`src/rtl/lock_pkg.sv`:
```
// Shared types and constants for the canal-lock sequencer.
// States, timer ignore window, actuator bit positions and phase helpers.
package lock_pkg;

    typedef enum logic [2:0] {
        IDLE    = 3'd0,
        OPEN_LO = 3'd1,
        ENTER   = 3'd2,
        FILL    = 3'd3,
        OPEN_HI = 3'd4,
        EXIT    = 3'd5,
        DRAIN   = 3'd6,
        FAULT   = 3'd7
    } lock_state_t;

    // timer_done is ignored for this many cycles after a timed-state entry
    localparam int TIMER_GUARD = 2;
    localparam int GUARD_W     = 2;

    localparam int ACT_LOW_GATE  = 0;
    localparam int ACT_HIGH_GATE = 1;
    localparam int ACT_FILL      = 2;
    localparam int ACT_DRAIN     = 3;
    localparam int ACT_W         = 4;

    function automatic logic is_timed(input lock_state_t s);
        return (s == OPEN_LO) || (s == FILL) || (s == OPEN_HI) || (s == DRAIN);
    endfunction

    function automatic logic [ACT_W-1:0] actuators(input lock_state_t s);
        logic [ACT_W-1:0] a;
        a = '0;
        case (s)
            OPEN_LO, ENTER: a[ACT_LOW_GATE]  = 1'b1;
            FILL:           a[ACT_FILL]      = 1'b1;
            OPEN_HI, EXIT:  a[ACT_HIGH_GATE] = 1'b1;
            DRAIN:          a[ACT_DRAIN]     = 1'b1;
            default:        a = '0;
        endcase
        return a;
    endfunction

    function automatic lock_state_t next_phase(input lock_state_t s);
        lock_state_t n;
        case (s)
            IDLE:    n = OPEN_LO;
            OPEN_LO: n = ENTER;
            ENTER:   n = FILL;
            FILL:    n = OPEN_HI;
            OPEN_HI: n = EXIT;
            EXIT:    n = DRAIN;
            DRAIN:   n = IDLE;
            default: n = IDLE;
        endcase
        return n;
    endfunction

endpackage

```
`src/rtl/lock_wdog.sv`:
```
// Per-phase watchdog: counts cycles spent in a timed phase and flags expiry.
// Only instantiated when LOCK_SEQ_WATCHDOG_EN is defined; TO_CYC=0 disables expiry.
module lock_wdog #(
    parameter int TO_CYC = 1000,
    parameter int TO_W   = 32
) (
    input  logic clk,
    input  logic reset,
    input  logic clear,
    input  logic run,
    output logic expire
);

    logic [TO_W-1:0] count;

    // saturates instead of wrapping so a stuck phase cannot re-arm itself
    always_ff @(posedge clk or posedge reset) begin
        if (reset) begin
            count <= '0;
        end else if (clear) begin
            count <= '0;
        end else if (run && (count != '1)) begin
            count <= count + TO_W'(1);
        end
    end

    // count holds cycles already spent; expiry on the TO_CYC-th cycle lands the edge on TO_CYC
    assign expire = (TO_CYC != 0) && run && (count >= TO_W'(TO_CYC - 1));

endmodule

```
`src/rtl/lock_sequencer.sv`:
```
// Canal-lock sequencer: walks gates and valves through one lock cycle using an external timer.
// Optional per-phase watchdog with sticky FAULT state enabled by LOCK_SEQ_WATCHDOG_EN.
//
// state   | meaning
// IDLE    | lock at rest, waiting for arrive or a pending request
// OPEN_LO | (timed) low gate opening
// ENTER   | low gate open, waiting for boat_in
// FILL    | (timed) fill valve open, chamber rising
// OPEN_HI | (timed) high gate opening
// EXIT    | high gate open, waiting for boat_out
// DRAIN   | (timed) drain valve open, chamber falling
// FAULT   | watchdog expired, actuators off until reset
module lock_sequencer
    import lock_pkg::*;
#(
    parameter int TO_CYC = 1000,
    parameter int TO_W   = 32
) (
    input  logic clk,
    input  logic reset,
    input  logic arrive,
    input  logic boat_in,
    input  logic boat_out,
    input  logic timer_done,
    output logic timer_set,
    output logic low_gate,
    output logic high_gate,
    output logic fill,
    output logic drain,
    output logic busy,
    output logic fault
);

    if (TO_W < 1 || TO_CYC < 0) begin : g_param_check
        $error("lock_sequencer: TO_W must be >= 1 and TO_CYC must be >= 0");
    end

    lock_state_t        state, state_nxt;
    logic               pending, pending_nxt;
    logic [GUARD_W-1:0] guard, guard_nxt;
    logic               done_ok;
    logic               entering;
    logic               timer_set_nxt;
    logic               busy_nxt;
    logic [ACT_W-1:0]   act_q, act_nxt;

`ifdef LOCK_SEQ_WATCHDOG_EN
    logic wd_run;
    logic wd_expire;
    logic fault_q;

    assign wd_run = is_timed(state);

    lock_wdog #(
        .TO_CYC (TO_CYC),
        .TO_W   (TO_W)
    ) u_wdog (
        .clk    (clk),
        .reset  (reset),
        .clear  (timer_set_nxt),
        .run    (wd_run),
        .expire (wd_expire)
    );
`endif

    always_ff @(posedge clk or posedge reset) begin
        if (reset) begin
            state     <= IDLE;
            pending   <= 1'b0;
            guard     <= '0;
            timer_set <= 1'b0;
            busy      <= 1'b0;
            act_q     <= '0;
        end else begin
            state     <= state_nxt;
            pending   <= pending_nxt;
            guard     <= guard_nxt;
            timer_set <= timer_set_nxt;
            busy      <= busy_nxt;
            act_q     <= act_nxt;
        end
    end

    always_comb begin
        state_nxt   = state;
        pending_nxt = pending;
        done_ok     = is_timed(state) && (guard >= GUARD_W'(TIMER_GUARD)) && timer_done;

        if ((state != IDLE) && arrive) begin
            pending_nxt = 1'b1;
        end

        case (state)
            IDLE: begin
                if (arrive || pending) begin
                    state_nxt   = OPEN_LO;
                    pending_nxt = 1'b0;
                end
            end
            OPEN_LO, FILL, OPEN_HI, DRAIN: begin
                if (done_ok) begin
                    state_nxt = next_phase(state);
                end
`ifdef LOCK_SEQ_WATCHDOG_EN
                else if (wd_expire) begin
                    state_nxt = FAULT;
                end
`endif
            end
            ENTER: begin
                if (boat_in) begin
                    state_nxt = FILL;
                end
            end
            EXIT: begin
                if (boat_out) begin
                    state_nxt = DRAIN;
                end
            end
            FAULT: begin
`ifdef LOCK_SEQ_WATCHDOG_EN
                state_nxt = FAULT;
`else
                state_nxt = IDLE;
`endif
            end
            default: state_nxt = IDLE;
        endcase

        // outputs are decoded from the next state so the registers line up with the state
        entering      = (state_nxt != state);
        if (entering) begin
            guard_nxt = '0;
        end else if (guard < GUARD_W'(TIMER_GUARD)) begin
            guard_nxt = guard + GUARD_W'(1);
        end else begin
            guard_nxt = guard;
        end
        timer_set_nxt = entering && is_timed(state_nxt);
        act_nxt       = actuators(state_nxt);
        busy_nxt      = (state_nxt != IDLE);
    end

`ifdef LOCK_SEQ_WATCHDOG_EN
    always_ff @(posedge clk or posedge reset) begin
        if (reset) begin
            fault_q <= 1'b0;
        end else begin
            fault_q <= (state_nxt == FAULT);
        end
    end
    assign fault = fault_q;
`else
    assign fault = 1'b0;
`endif

    assign low_gate  = act_q[ACT_LOW_GATE];
    assign high_gate = act_q[ACT_HIGH_GATE];
    assign fill      = act_q[ACT_FILL];
    assign drain     = act_q[ACT_DRAIN];

endmodule
```
`config.mk`:
```
export PLATFORM = sky130hd
export DESIGN_NAME = lock_sequencer
export DESIGN_NICKNAME = d
export VERILOG_FILES = /design/src/rtl/lock_pkg.sv /design/src/rtl/lock_wdog.sv /design/src/rtl/lock_sequencer.sv
export SDC_FILE = /design/constraint.sdc
export NUM_CORES = 1
export LEC_CHECK = 0
export ABC_AREA = 1
export CAP_MARGIN = 20
export CORE_ASPECT_RATIO = 0.8
export CORE_MARGIN = 2
export CORE_UTILIZATION = 40
export CTS_BUF_LIST = sky130_fd_sc_hd__clkbuf_16
export DETAILED_ROUTE_END_ITERATION = 8
export GPL_ROUTABILITY_DRIVEN = 0
export PLACE_DENSITY = 0.69
export SETUP_SLACK_MARGIN = 0.02
export SLEW_MARGIN = 20
export SYNTH_ARGS = -nofsm -noshare
export SYNTH_HDL_FRONTEND = slang
export SYNTH_SLANG_ARGS = --single-unit
```
`constraint.sdc`:
```
create_clock -name clk -period 4.75 [get_ports clk]
set_clock_uncertainty 0.2 [all_clocks]
set_input_delay 1.1875 -clock clk [delete_from_list [all_inputs] [get_ports clk]]
set_output_delay 1.1875 -clock clk [all_outputs]
set_load 0.01 [all_outputs]
```
==> results.md, run 1 <==
Run status:
- The flow ran to the end, and the final reports show no timing, DRC or antenna violations.

Layout:
- From synthesis to final layout, the design area changed by 28.1%.
- After filler insertion, the fill cell instance count of the layout stands at 148.
- Summing all multi-input logic gate instances after layout gives 298 um^2.
- The antenna diode instance count is 0.
- Leaving out fill and tap cells, the most frequent cell in the layout is sky130_fd_sc_hd__nor2_1.
- Of the cells placed in the final design, the portion with a size suffix greater than 1 is 0.152.
- Leaving out fill and tap cells, the most frequent cells in the layout are sky130_fd_sc_hd__nor2_1 (20), sky130_fd_sc_hd__inv_1 (12), sky130_fd_sc_hd__dfrtp_1 (12).
- The final layout contains 107 nets.
- The storage element area is 300 um^2.

Global routing:
- The global route total overflow is 0.
- The first global-routing pass estimated 2080 um of wire.
- The via count of the first global-routing pass is 496.
- The initial antenna violation count came to 0.
- In the global route stage, overall resource usage came out at 0.149.
- Entering global routing, the biggest net connects 13 pins.

Critical path:
- The arrival time at the worst endpoint is 1.10 ns.
- The slowest cell on the critical path is sky130_fd_sc_hd__clkdlybuf4s50_1.
- The worst setup path is launched from a register.
- In this run the worst path has a maximum fanout of 1.
- The worst setup path is of the reg -> out kind.
- The peak per-stage delay on the critical path is 0.53 ns.
- Among cell families on the critical path, the largest total delay comes from buffers and inverters.
- The data required time of the critical path is 3.36 ns.
- The terminus of the critical flop-to-flop path is guard[1].
- Walking the worst path, the cells encountered are clkdlybuf4s50_1.
- The number of buffers and inverters on the critical path is 1.
- The worst reg-to-reg path cell count is 9.
- The worst register-to-register path begins at guard[1].
- In this run the worst setup path begins at act_q[3].
- STA classifies the critical path endpoint as an output port.
- For flop-to-flop paths, the worst setup slack is 2.93 ns.

Synthesis:
- Of the synthesized area, sequential elements account for 0.444.
- The synthesized area divided by synthesized cell count is 7.78 um^2.
- The synthesized design contains 0 enable-type register cells.
- Counting flops with an async set or reset pin after synthesis yields a share of 1.00.
- For this run, the leading register cell type out of synthesis is sky130_fd_sc_hd__dfrtp_1.
- The synthesized netlist net count is 94.
- Counting flops and latches in the post-synthesis netlist gives 12.
- The number of unique standard cell types used by synthesis is 19.
- During synthesis, Yosys emitted a total of 0 warnings.
- Synthesis produced 87 cells.
- The area of the mapped netlist is 677 um^2.

Power:
- Cell internal power was estimated by the tool at 394 uW.
- The peak supply drop is 0.000346 V.
- The net switching power is 291 uW.
- The portion of total power attributed to the clock network is 0.223.
- The switching share of power is 0.424.
- The overall power of the completed layout is 685 uW.
- Of the total power, combinational logic draws 0.499.
- The share of total power dissipated in sequential elements is 0.278.
- For this design the static power due to leakage is 0.437 nW.
- The power density over cell area is 790 nW/um^2.

Clocking:
- The tree built by TritonCTS fans out to 12 sinks.
- The master cell of the clock root buffer is sky130_fd_sc_hd__clkbuf_16.
- After clock tree synthesis, the setup repair step added 0 buffers.
- The CTS tree is done.
- After clock tree synthesis, the clock-pin slew on the worst setup and hold paths is 0.04 ns.
- CTS built an H-tree with a depth of 1.
- Buffers inserted during clock tree synthesis total 3.
- The number of hold-repair buffers added at the cts stage is 0.
- The number of gates given a new drive strength after cts is 0.
- The worst-skew pair later-pin latency is 0.24 ns.
- The buffer depth of the longest clock path is 2.

Hold path:
- The source of the worst hold timing path is pending.
- The path category of the worst min-delay check is reg -> reg.
- The endpoint with the worst hold slack is pending.
- The hold path depth is 2.

Timing:
- The count of endpoints failing setup in the final report is 0.
- The clock period minus final worst setup slack is 2.49 ns.
- Setup repair after global routing left no endpoint under its margin.
- The max-slew violation total from the final report came to 0.
- The achievable clock frequency is 402 MHz.
- The setup TNS is 0 ns.
- In the finished design, the share of the clock period the worst path needs comes to 0.524.
- The final-report hold violation count is 0.

Floorplan:
- In this run the count of I/O pins placed on the die edge is 13.
- The floorplan has 13 rows.
- The starting utilization of the core area is 0.420.
- The floorplan step set the die height to 40.8 um.
- The die area is 2040 um^2.
- After floorplanning, the core was sized to cover 1610 um^2.
- The die is 50.0 um wide.

Flow run:
- Max-cap violations in this run came to 0.

Route:
- The first TritonRoute pass finished after 4 iterations.
- The routed via count divided by cell count is 4.51.
- The number of DRC violations after detailed routing is 0.
- Dividing the detail-routed wire length by the instance count gives 9.86 um.
- The DRC marker count from the first detailed-route iteration is 5.
- The total number of vias is 546.
- The total wire length is 1190 um.
- Once detail routing completed, the nets flagged for antenna violations numbered 0.

Placed design:
- The detailed placement HPWL is 936 um.
- In this run the tool buffered the top-level ports with 11 buffer cells.
-- per-layer routing --
layer,part of all wire,vias up,track usage
met4,0.016,0,0.0625
met1,0.48,243,0.166
met5,0,-,0
met3,0.064,2,0.0693
met2,0.43,14,0.257
li1,-,287,-
-- worst max-delay path by stage --
stage / slack, ns / cells after the start / to
6_report: 2.26 / 1 / drain
3_5_place_dp: 2.02 / 9 / guard[1]
2_1_floorplan: 2.58 / 8 / guard[0]
5_1_grt: 2.10 / 9 / guard[1]
4_1_cts: 2.25 / 1 / low_gate
3_3_place_gp: 2.05 / 10 / timer_set
-- through the flow --
step / instances / utilization / setup WS (ns) / area (um^2) / hold slack [ns]
final: 121 / 0.538 / 2.26 / 867 / 0.308
after global routing: 121 / 0.538 / 2.10 / 867 / 0.357
after CTS: 121 / 0.538 / 2.25 / 867 / 0.317
after detailed placement: 117 / 0.490 / 2.02 / 788 / 0.307
after global placement: 117 / 0.490 / 2.05 / 788 / 0.286
after floorplan: 87 / - / 2.58 / 677 / 0.265
-- Yosys cell counts (2+ instances only) --
library cell,number,area share
sky130_fd_sc_hd__inv_1,12,0.067
sky130_fd_sc_hd__nand3_2,3,0.044
sky130_fd_sc_hd__nand3_1,5,0.037
sky130_fd_sc_hd__nor2_1,20,0.11
sky130_fd_sc_hd__a21oi_1,2,0.015
sky130_fd_sc_hd__nand2_2,4,0.037
sky130_fd_sc_hd__inv_2,2,0.011
sky130_fd_sc_hd__buf_4,2,0.022
sky130_fd_sc_hd__dfrtp_1,12,0.44
sky130_fd_sc_hd__o21ai_0,3,0.022
sky130_fd_sc_hd__nand2_1,11,0.061
sky130_fd_sc_hd__o21ai_1,3,0.022
sky130_fd_sc_hd__xor2_1,2,0.026
-- cell families (layout without fill, tap and decap cells) --
| logic type | after synthesis | in the layout | synth area share |
|---|---|---|---|
| compound gates | 8 | 8 | 0.0591 |
| xor+xnor | 2 | 2 | 0.0259 |
| buf+inv | 17 | 29 | 0.116 |
| other cells | 1 | 1 | 0.00554 |
| simple gates | 46 | 46 | 0.331 |
| fa+ha+maj | 1 | 1 | 0.0185 |
| flops | 12 | 12 | 0.444 |
-- state kept, by name, summed over array words and instances (netlist names) --
signal     count
pending        1
state          3
act_q          4
timer_set      1
guard          2
busy           1
-- power groups by stage --
stage                     Combinational, mW  Sequential (mW)  Clock [mW]
after floorplan                       0.283            0.176           0
after global placement                0.337            0.189           0
after detailed placement              0.343            0.192           0
after CTS                             0.345            0.191       0.156
after global routing                  0.394            0.197       0.161
final                                 0.342            0.190       0.153
-- worst min-delay path: stages, from the launching register on --
cell and delay [ns]:
sky130_fd_sc_hd__dfrtp_1 0.32, sky130_fd_sc_hd__nor2_1 0.05, sky130_fd_sc_hd__nor2_1 0.10
-- cell type report --
type                    instances  area share
well taps                      22      0.0317
repair buffers                 11       0.127
multi-input cells              58       0.343
clock inverters                 1     0.00433
clock buffers                   3      0.0866
flip-flops and latches         12       0.346
inverters                      14      0.0606
Power figures use the tool's default switching activity.
==> run 2: changes to the inputs <==
==> constraint.sdc (replaced) <==
create_clock -name clk -period 2.3 [get_ports clk]
set_clock_uncertainty 0.2 [all_clocks]
set_input_delay 0.575 -clock clk [delete_from_list [all_inputs] [get_ports clk]]
set_output_delay 0.575 -clock clk [all_outputs]
set_load 0.01 [all_outputs]
==> run 2 against run 1 <==
Sequential power is 110% higher. Largest cell class unchanged. Via count down 2.7%. Final cell count unchanged. First-iteration DRC count down 60%. Clock power increased by 110%. Register-to-register slack worse by 2.5 ns. Utilization stayed put. Flip-flop and latch count stayed put. Die area unchanged.
==> results.md, run 2 (synthesis results as in run 1) <==
Run status:
- The run finished with clean final reports.

Critical path:
- The startpoint identified for the worst register-to-register timing path is guard[1].
- For the worst setup path, the data arrival time is 1.84 ns.
- Measured in cells, the most critical reg-to-reg path has a length of 9.
- The worst-case register-to-register setup slack is 0.43 ns.
- The endpoint type of the worst setup path is a register.
- The worst-path maximum fanout is 7.
- The worst register-to-register path ends at guard[0].
- The data required time of the critical path is 2.22 ns.
- The sort of element at the start of the critical path is an input port.
- The critical path in this run is classified as in -> reg.

Hold path:
- For hold timing, the worst endpoint is pending.
- The worst hold path passes through 2 cells.
- The tightest min-delay check is of the reg -> reg type.
- The source of the worst hold timing path is pending.

Layout:
- The sequential cells in the finished layout cover a total of 300 um^2.
- The register with the most flip-flops in the layout has 4 of them.
- The utilization after layout is 0.538.
- Summing all multi-input logic gate instances after layout gives 298 um^2.
- The largest registers in the layout are act_q x4, state x3, guard x2.
- In the layout the commonest cells are sky130_fd_sc_hd__nor2_1 (20), sky130_fd_sc_hd__inv_1 (12), sky130_fd_sc_hd__dfrtp_1 (12).
- The number of antenna diodes in the final layout is 0.
- In the final layout, the share of cells above drive strength 1 is 0.152.
- The library cell used most frequently in the layout, excluding fill and tap cells, is sky130_fd_sc_hd__nor2_1.
- The top register by number of flip-flops is act_q.
- After the flow finishes, the layout carries non-filler instances totaling 121.
- For this run, the post-layout net count is 107.
- The layout-stage area growth over the synthesis result is 28.1%.
- Counting the fill cells in the layout gives 154.
- Summing all non-filler instances in the final layout gives an area of 867 um^2.

Placed design:
- Prior to clock tree synthesis, the placed netlist has a worst setup slack of 0.152 ns.
- Port buffering added 11 buffers.
- Summing all placed instances gives a cell area of 788 um^2.
- The detailed placement HPWL is 912 um.
- Including well taps, the total number of placed cells is 117.

Global routing:
- The first global-routing pass estimated 1970 um of wire.
- The via count of the first global-routing pass is 445.
- The global route total overflow is 0.
- Entering global routing, the biggest net connects 13 pins.
- The initial antenna violation count came to 0.
- The global-route total usage across every layer is 0.142.

Route:
- The pre-antenna-repair detailed-routing pass consisted of 4 iterations.
- After detailed routing, the number of remaining DRC violations is 0.
- The routed length per placed instance is 9.68 um.
- Once detail routing completed, the nets flagged for antenna violations numbered 0.
- The routed via count divided by cell count is 4.39.
- In this run, the number of DRC markers left after iteration 0 of detailed routing was 2.
- Summing over every cut layer, the via total after detailed routing is 531.
- After detailed routing, the total wire length is 1170 um.

Clocking:
- In this run, post-CTS hold repair placed 0 buffers.
- No sink is reached through more buffers than the 2 on the longest clock path.
- The worst-skew pair later-pin latency is 0.24 ns.
- The number of gates given a new drive strength after cts is 0.
- The CTS tree is done.
- After clock tree synthesis, the clock-pin slew on the worst setup and hold paths is 0.05 ns.
- In this run the clock root is driven by a sky130_fd_sc_hd__clkbuf_16.
- The number of buffers added by the clock tree synthesis step is 3.
- Once the clock tree was built, the setup fixing pass inserted 0 buffers.
- In this run the number of H-tree levels came out at 1.
- The tree built by TritonCTS fans out to 12 sinks.

Floorplan:
- The chip height is 40.8 um.
- The core region is 1610 um^2.
- The number of I/O pins is 13.
- From left edge to right edge, the die measures 50.0 um.
- The die area is 2040 um^2.
- The initial utilization of the core area, before any placement, comes to 0.420.
- The initialized floorplan defines 13 standard-cell rows.

Timing:
- After routing, the total negative slack on setup checks comes to 0 ns.
- The final critical-path setup slack is 0.382 ns.
- Setup violations remaining at the end of the flow were counted as 0.
- The max-slew violation total from the final report came to 0.
- Setup repair after global routing left no endpoint under its margin.
- The clock period minus final worst setup slack is 1.92 ns.
- The final clock period utilization by the worst path is 0.834.
- The achievable clock frequency is 521 MHz.
- The final-report hold violation count is 0.

Power:
- VDD sags by at most 0.000867 V.
- In this run the static leakage power is 0.437 nW.
- The power density over cell area is 1630 nW/um^2.

Flow run:
- The max capacitance violation total is 0.
==> run 2: cell counts in the layout (fill, tap and decap cells not counted) <==
No cell type changed its count.
==> run 2: metrics by stage <==
stage                     hold WS, ns  total power, mW
after floorplan                 0.240            0.949
after global placement          0.283             1.09
after detailed placement        0.298             1.10
after CTS                       0.309             1.43
after global routing            0.335             1.55
final                           0.299             1.41
==> run 2: area by class of cell <==
type,instances,share of cell area
well taps,22,0.0317
repair buffers,11,0.127
flip-flops and latches,12,0.346
inverters,14,0.0606
clock inverters,1,0.00433
multi-input cells,58,0.343
clock buffers,3,0.0866
==> run 2: worst max path at each step <==
stage                     startpoint        end  slack (ns)  cells past startpoint
after floorplan             guard[1]   guard[0]        0.64                      9
after global placement    timer_done   guard[0]        0.17                      9
after detailed placement  timer_done   guard[0]        0.15                      9
after CTS                 timer_done  timer_set        0.39                     10
after global routing      timer_done  timer_set        0.27                     10
final                     timer_done   guard[0]        0.38                      9
==> run 2: where the power goes <==
part	leakage, nW	switching (mW)	internal (mW)	total, mW
registers	0.148	0.0866	0.305	0.392
clock network	0.0385	0.0888	0.229	0.318
logic	0.250	0.425	0.281	0.705
==> run 2: per-layer routing <==
layer	global-route usage	up-vias	wire [um]
met1	0.175	233	621
met5	0	-	0
li1	-	285	-
met2	0.217	9	472
met4	0.0833	0	21
met3	0.0547	4	56
==> run 2: critical path, cell delays in order <==
cell                              delay, ns
sky130_fd_sc_hd__clkdlybuf4s50_1       0.42
sky130_fd_sc_hd__o21ai_1               0.18
sky130_fd_sc_hd__nor2_1                0.07
sky130_fd_sc_hd__nor2_1                0.12
sky130_fd_sc_hd__nand3_2               0.13
sky130_fd_sc_hd__nand2_4               0.12
sky130_fd_sc_hd__nand2_2               0.06
sky130_fd_sc_hd__nand3_1               0.11
sky130_fd_sc_hd__nor2_1                0.05
==> run 3: changes to the inputs <==
--- a/config.mk
+++ b/config.mk
@@ -13,7 +13,7 @@
 export CTS_BUF_LIST = sky130_fd_sc_hd__clkbuf_16
 export DETAILED_ROUTE_END_ITERATION = 8
 export GPL_ROUTABILITY_DRIVEN = 0
-export PLACE_DENSITY = 0.69
+export PLACE_DENSITY = 0.72
 export SETUP_SLACK_MARGIN = 0.02
 export SLEW_MARGIN = 20
 export SYNTH_ARGS = -nofsm -noshare
==> constraint.sdc (replaced) <==
create_clock -name clk -period 1.72 [get_ports clk]
set_clock_uncertainty 0.2 [all_clocks]
set_input_delay 0.43 -clock clk [delete_from_list [all_inputs] [get_ports clk]]
set_output_delay 0.43 -clock clk [all_outputs]
set_load 0.01 [all_outputs]
==> run 3 against run 2 <==
The flow now finishes with violations (setup timing). Die area stayed put. First-iteration DRC count grew to 4.5 times the previous value. Count of clock-buffer cells in the layout stayed put. Combinational power is 80% higher.
==> results.md, run 3 (synthesis results as in run 1) <==
Floorplan:
- The floorplan has 13 rows.
- The total area inside the core boundary comes to 1610 um^2.
- The die is 40.8 um tall.
- The die area is 2040 um^2.
- The floorplan step set the die width to 50.0 um.
- The starting utilization of the core area is 0.420.
- The number of I/O pins is 13.

Layout:
- After routing the design area is 956 um^2.
- The layout-stage area growth over the synthesis result is 41.2%.
- The number of flip-flops in the largest register is 4.
- The number of antenna diodes in the final layout is 0.
- In the layout the commonest cells are sky130_fd_sc_hd__nor2_1 (18), sky130_fd_sc_hd__inv_1 (11), sky130_fd_sc_hd__dfrtp_1 (10).
- The largest registers in the layout are act_q x4, state x3, guard x2.
- After the last flow step, the layout net total stands at 114.
- The top register by number of flip-flops is act_q.
- Of the cells placed in the final design, the portion with a size suffix greater than 1 is 0.324.
- The most frequent standard cell in the layout excluding fill and tap cells is sky130_fd_sc_hd__nor2_1.

Placed design:
- The placed instances occupy a cell area of 818 um^2.
- Buffers placed on the I/O ports in this run total 11.
- Once detailed placement completed, the half-perimeter wirelength came to 998 um.
- At the placement stage, the worst setup path has a slack of -0.306 ns.

Clocking:
- The clock net in this run drives a total of 12 sinks.
- CTS built an H-tree with a depth of 1.
- Clock-pin slew was measured on the worst setup and hold paths at 0.04 ns.
- The master cell of the clock root buffer is sky130_fd_sc_hd__clkbuf_16.
- No sink is reached through more buffers than the 2 on the longest clock path.
- The number of buffers added by the clock tree synthesis step is 3.
- TritonCTS built the clock tree.
- The worst-skew pair later-pin latency is 0.23 ns.
- The number of hold-repair buffers added at the cts stage is 0.

Route:
- The iteration count of the initial detailed-routing pass is 4.
- The detail route stage leaves a number of antenna-violating nets equal to 0.
- After detailed routing, the number of remaining DRC violations is 0.
- The total wire length is 1470 um.
- The total number of vias is 582.
- The DRC marker count from the first detailed-route iteration is 9.
- The routed via count divided by cell count is 4.58.
- In the final routed layout, each cell accounts on average for 11.6 um.

Global routing:
- Entering global routing, the biggest net connects 13 pins.
- Across every metal layer, demand over resource in global routing totals 0.158.
- The via count of the first global-routing pass came to 563.
- For this run, global-route usage on met2 was measured as 0.322.
- The met1 track demand over resource in global routing is 0.166.
- The initial antenna violation count is 0.
- In the global route stage, met3 resource usage came out at 0.0657.
- met2 is the most crowded layer.
- The global route total overflow is 0.
- The first global-routing pass estimated 2300 um of wire.

Power:
- In this run the static leakage power is 0.494 nW.
- Across the VDD grid, the largest voltage drop is 0.00140 V.
- Of the total power, the clock network draws 0.182.
- The combinational share of power is 0.576.
- The internal power is 1.25 mW.
- The net switching power is 958 uW.
- The power density over cell area is 2310 nW/um^2.
- Of the total power, registers draw 0.242.
- The switching share of power is 0.434.

Timing:
- For the finished layout, the period the worst path requires is 1.75 ns.
- The final critical-path setup slack is -0.0270 ns.
- Based on the critical path, the design can be clocked at up to 572 MHz.
- The tightest hold path in the finished design has a slack of 0.303 ns.
- The final-report hold violation count is 0.
- Setup violations remaining at the end of the flow were counted as 1.
- Setup repair after global routing could not meet its margin everywhere.
- The final clock period utilization by the worst path is 1.02.
- The max-slew violation total from the final report is 0.

Hold path:
- The path category of the worst min-delay check is in -> async.

Run status:
- The run finished, with violations left.
- The checks that failed: setup timing.

Critical path:
- Along the worst path, the maximum fanout reaches 4.
- STA classifies the critical path startpoint as a register.
- The arrival time at the worst endpoint is 1.67 ns.
- By startpoint and endpoint, the worst setup path is classified as reg -> reg.
- The endpoint type of the worst setup path is a register.
- The data required time of the critical path is 1.64 ns.

Flow run:
- The max capacitance violation total is 0.
-- run 3: layout make-up --
cell class,instances,area [um^2]
clock buffer,3,75.1
fill,150,654
inverter,14,52.6
multi-input combinational,58,344
sequential,12,303
tap,22,27.5
timing repair buffer,18,154
-- run 3: final timing paths --
path	start	end	slack (ns)	depth (start not counted)
max	guard[0]	timer_set	-0.03	11
min	reset	timer_set	0.30	2
max reg2reg	guard[0]	timer_set	-0.03	11
min reg2reg	pending	pending	0.32	2
max in group asynchronous	reset	state[2]	0.68	2
min in group clk	pending	pending	0.32	2
-- run 3: what timing repair did --
action | 4_1_cts | 5_1_grt
endpoints found under the setup margin | 13 | 6
pin swaps | 0 | 2
gates resized for setup | 12 | 11
setup buffers | 2 | 1
-- run 3: critical path, cell delays in order, from the launching register on --
cell and delay (ns):
sky130_fd_sc_hd__dfrtp_1 0.35, sky130_fd_sc_hd__inv_1 0.06, sky130_fd_sc_hd__ha_2 0.20, sky130_fd_sc_hd__o21ai_4 0.15, sky130_fd_sc_hd__nor2_1 0.05, sky130_fd_sc_hd__nor2_1 0.12
sky130_fd_sc_hd__nand3_2 0.14, sky130_fd_sc_hd__buf_4 0.16, sky130_fd_sc_hd__nand3_1 0.08, sky130_fd_sc_hd__nand2_1 0.06, sky130_fd_sc_hd__inv_1 0.04, sky130_fd_sc_hd__nor2_1 0.04
-- run 3: through the flow --
step / utilization / power (mW) / setup TNS (ns) / cells
finish: 0.594 / 2.21 / -0.0270 / 127
global route: 0.594 / 2.41 / -0.388 / 127
CTS: 0.572 / 2.06 / -0.0163 / 126
detailed placement: 0.508 / 1.58 / -2.01 / 121
global placement: 0.508 / 1.52 / -1.59 / 121
floorplan: - / 1.27 / 0 / 87
-- run 3: layer usage --
| metal | part of all wire | vias up |
|---|---|---|
| li1 | - | 298 |
| met1 | 0.41 | 268 |
| met2 | 0.53 | 14 |
| met3 | 0.055 | 2 |
| met4 | 0.0055 | 0 |
| met5 | 0 | - |
-- run 3: power by group through the flow --
stage	clock, mW	sequential (mW)	combinational (mW)
after floorplan	0	0.487	0.781
after global placement	0	0.515	1.01
after detailed placement	0	0.529	1.05
after CTS	0.412	0.526	1.13
after global routing	0.431	0.549	1.43
final	0.403	0.534	1.27
==> RTL change, RTL diff (config.mk and constraints of run 3) <==
Set the package constant `GUARD_W` to 4 (it was 2).
--- a/src/rtl/lock_pkg.sv
+++ b/src/rtl/lock_pkg.sv
@@ -16,5 +16,5 @@
     // timer_done is ignored for this many cycles after a timed-state entry
     localparam int TIMER_GUARD = 2;
-    localparam int GUARD_W     = 2;
+    localparam int GUARD_W     = 4;
 
     localparam int ACT_LOW_GATE  = 0;
Function: same outputs for any inputs over 10 cycles, from zero or initial values and one cycle with reset high; that may be too few to reach the edited logic, so the function may still have changed.
==> RTL change against run 3 <==
  * The run still ends with setup timing left
  * Critical path depth is 1 higher
  * Synthesized area is 30% higher
  * Sequential cell count is 2 higher
  * Final area is 38% higher
  * First-iteration DRC count is 22% higher
  * Wire length is 44% higher
  * Clock power is 5.2% higher
  * Worst setup slack worse by 0.084 ns
  * Die area is 27% higher
  * Final cell count is 32% higher
  * Total power is 40% higher
  * Largest power group unchanged
  * Highest routed layer unchanged
==> RTL change: results (changes against run 3) <==
stage	metric	value	unit	change
run_status	status	finished with violations		
run_status	failed_checks	setup timing		
placement	placed_cell_area	1080	um2	+32%
power_and_ir_drop	comb_power	2080	uW	+64%
layout	num-multi-input-gates	74		+28%
global_route	grt_usage	17.2	%	+1.4 points
layout	clk_share	5.71	%	-2.1 points
setup_path	cp.arrival	1.81	ns	+0.14 ns
layout	buffer_area_share	20.6	%	+4.5 points
power_and_ir_drop	vdd_ir_drop_max	1.20	mV	-14%
layout	multi_input_area_share	38.5	%	+2.5 points
layout	buffers	33		+15
sta	setup_viol	8		+7
clock_tree	cts_sinks	14		+2
power_and_ir_drop	pg_seq	589	uW	+10%
detailed_routing	dr.pass1.iters	3		-1
setup_path	path_max_fanout	6		+2
layout	reg_top3	act_q x4, guard x4, state x3		
global_route	grt_pass1_wl	3210	um	+39%
setup_path	max_stage_delay	0.47	ns	+0.12 ns
sta	worst_slack	-0.111	ns	-0.0839 ns
power_and_ir_drop	power_leakage	0.000690	uW	+40%
floorplanning	core	2120	um2	+32%
layout	drive_gt1_share	49.0	%	+17 points
layout	multi_input_area	507	um2	+47%
layout	num-fill-cells	185		+23%
setup_path	cpMaxStageDelayCell	dfrtp_2		
logic_synthesis	synth_cell_types	27		+8
layout	regArea	354	um2	+17%
placement	dp.cells	155		+28%
global_route	grt_max_degree	15		+2
layout	nNetsFinal	153		+34%
logic_synthesis	syn-num-nets	118		+26%
placement	dp_hpwl	1410	um	+41%
RTL change: changes by cell type after synthesis, sizes merged:
cell / delta
nand4: +1
xor2: -1
a31oi: +1
nand2: +14
ha: +1
dfrtp: +2
nand3b: +1
o22ai: +1
nor3: +2
nand3: +4
inv: +5
nor2: -7
o21ai: -3
a21oi: +2
RTL change: final timing paths:
path	start	end	slack [ns]	depth (start not counted)
setup / recovery	state[1]	guard[3]	-0.11	12
hold / removal	reset	guard[1]	0.28	3
setup reg to reg	state[1]	guard[3]	-0.11	12
hold reg to reg	pending	pending	0.32	2
max in group asynchronous	reset	state[1]	0.85	3
min in group clk	pending	pending	0.32	2
RTL change: per-layer routing:
metal  up-vias  wire (um)  GRT usage, %  part of all wire (%)
li1        408          -             -                     -
met5         -          0             0                     0
met4         0         32          8.57                   1.5
met2        14       1080          29.3                    51
met1       360        937          21.3                    44
met3         4         63          3.41                   3.0
RTL change: logic make-up (layout without fill, tap and decap cells):
kind of cell / count (synthesis) / after routing / share of synthesized area (%)
xor gates and xnor gates: 1 / 1 / 0.993
DFF: 14 / 14 / 39.7
adders and majority gates: 2 / 2 / 2.84
and+or+nand+nor: 61 / 61 / 38.4
other: 1 / 1 / 0.425
AOI/OAI and AO/OA: 9 / 9 / 5.82
buffers and inverters: 22 / 55 / 11.8
RTL change: tightest hold or removal path: stages:
cell and delay (ns):
clkdlybuf4s50_1 0.39, inv_1 0.05, buf_4 0.21
RTL change: timing repair:
| item | CTS | global route |
|---|---|---|
| pin swaps | 7 | 9 |
| gates resized for setup | 28 | 6 |
| endpoints found under the setup margin | 17 | 11 |
| endpoints found under the hold margin | 0 | 0 |
| setup buffers | 7 | 3 |
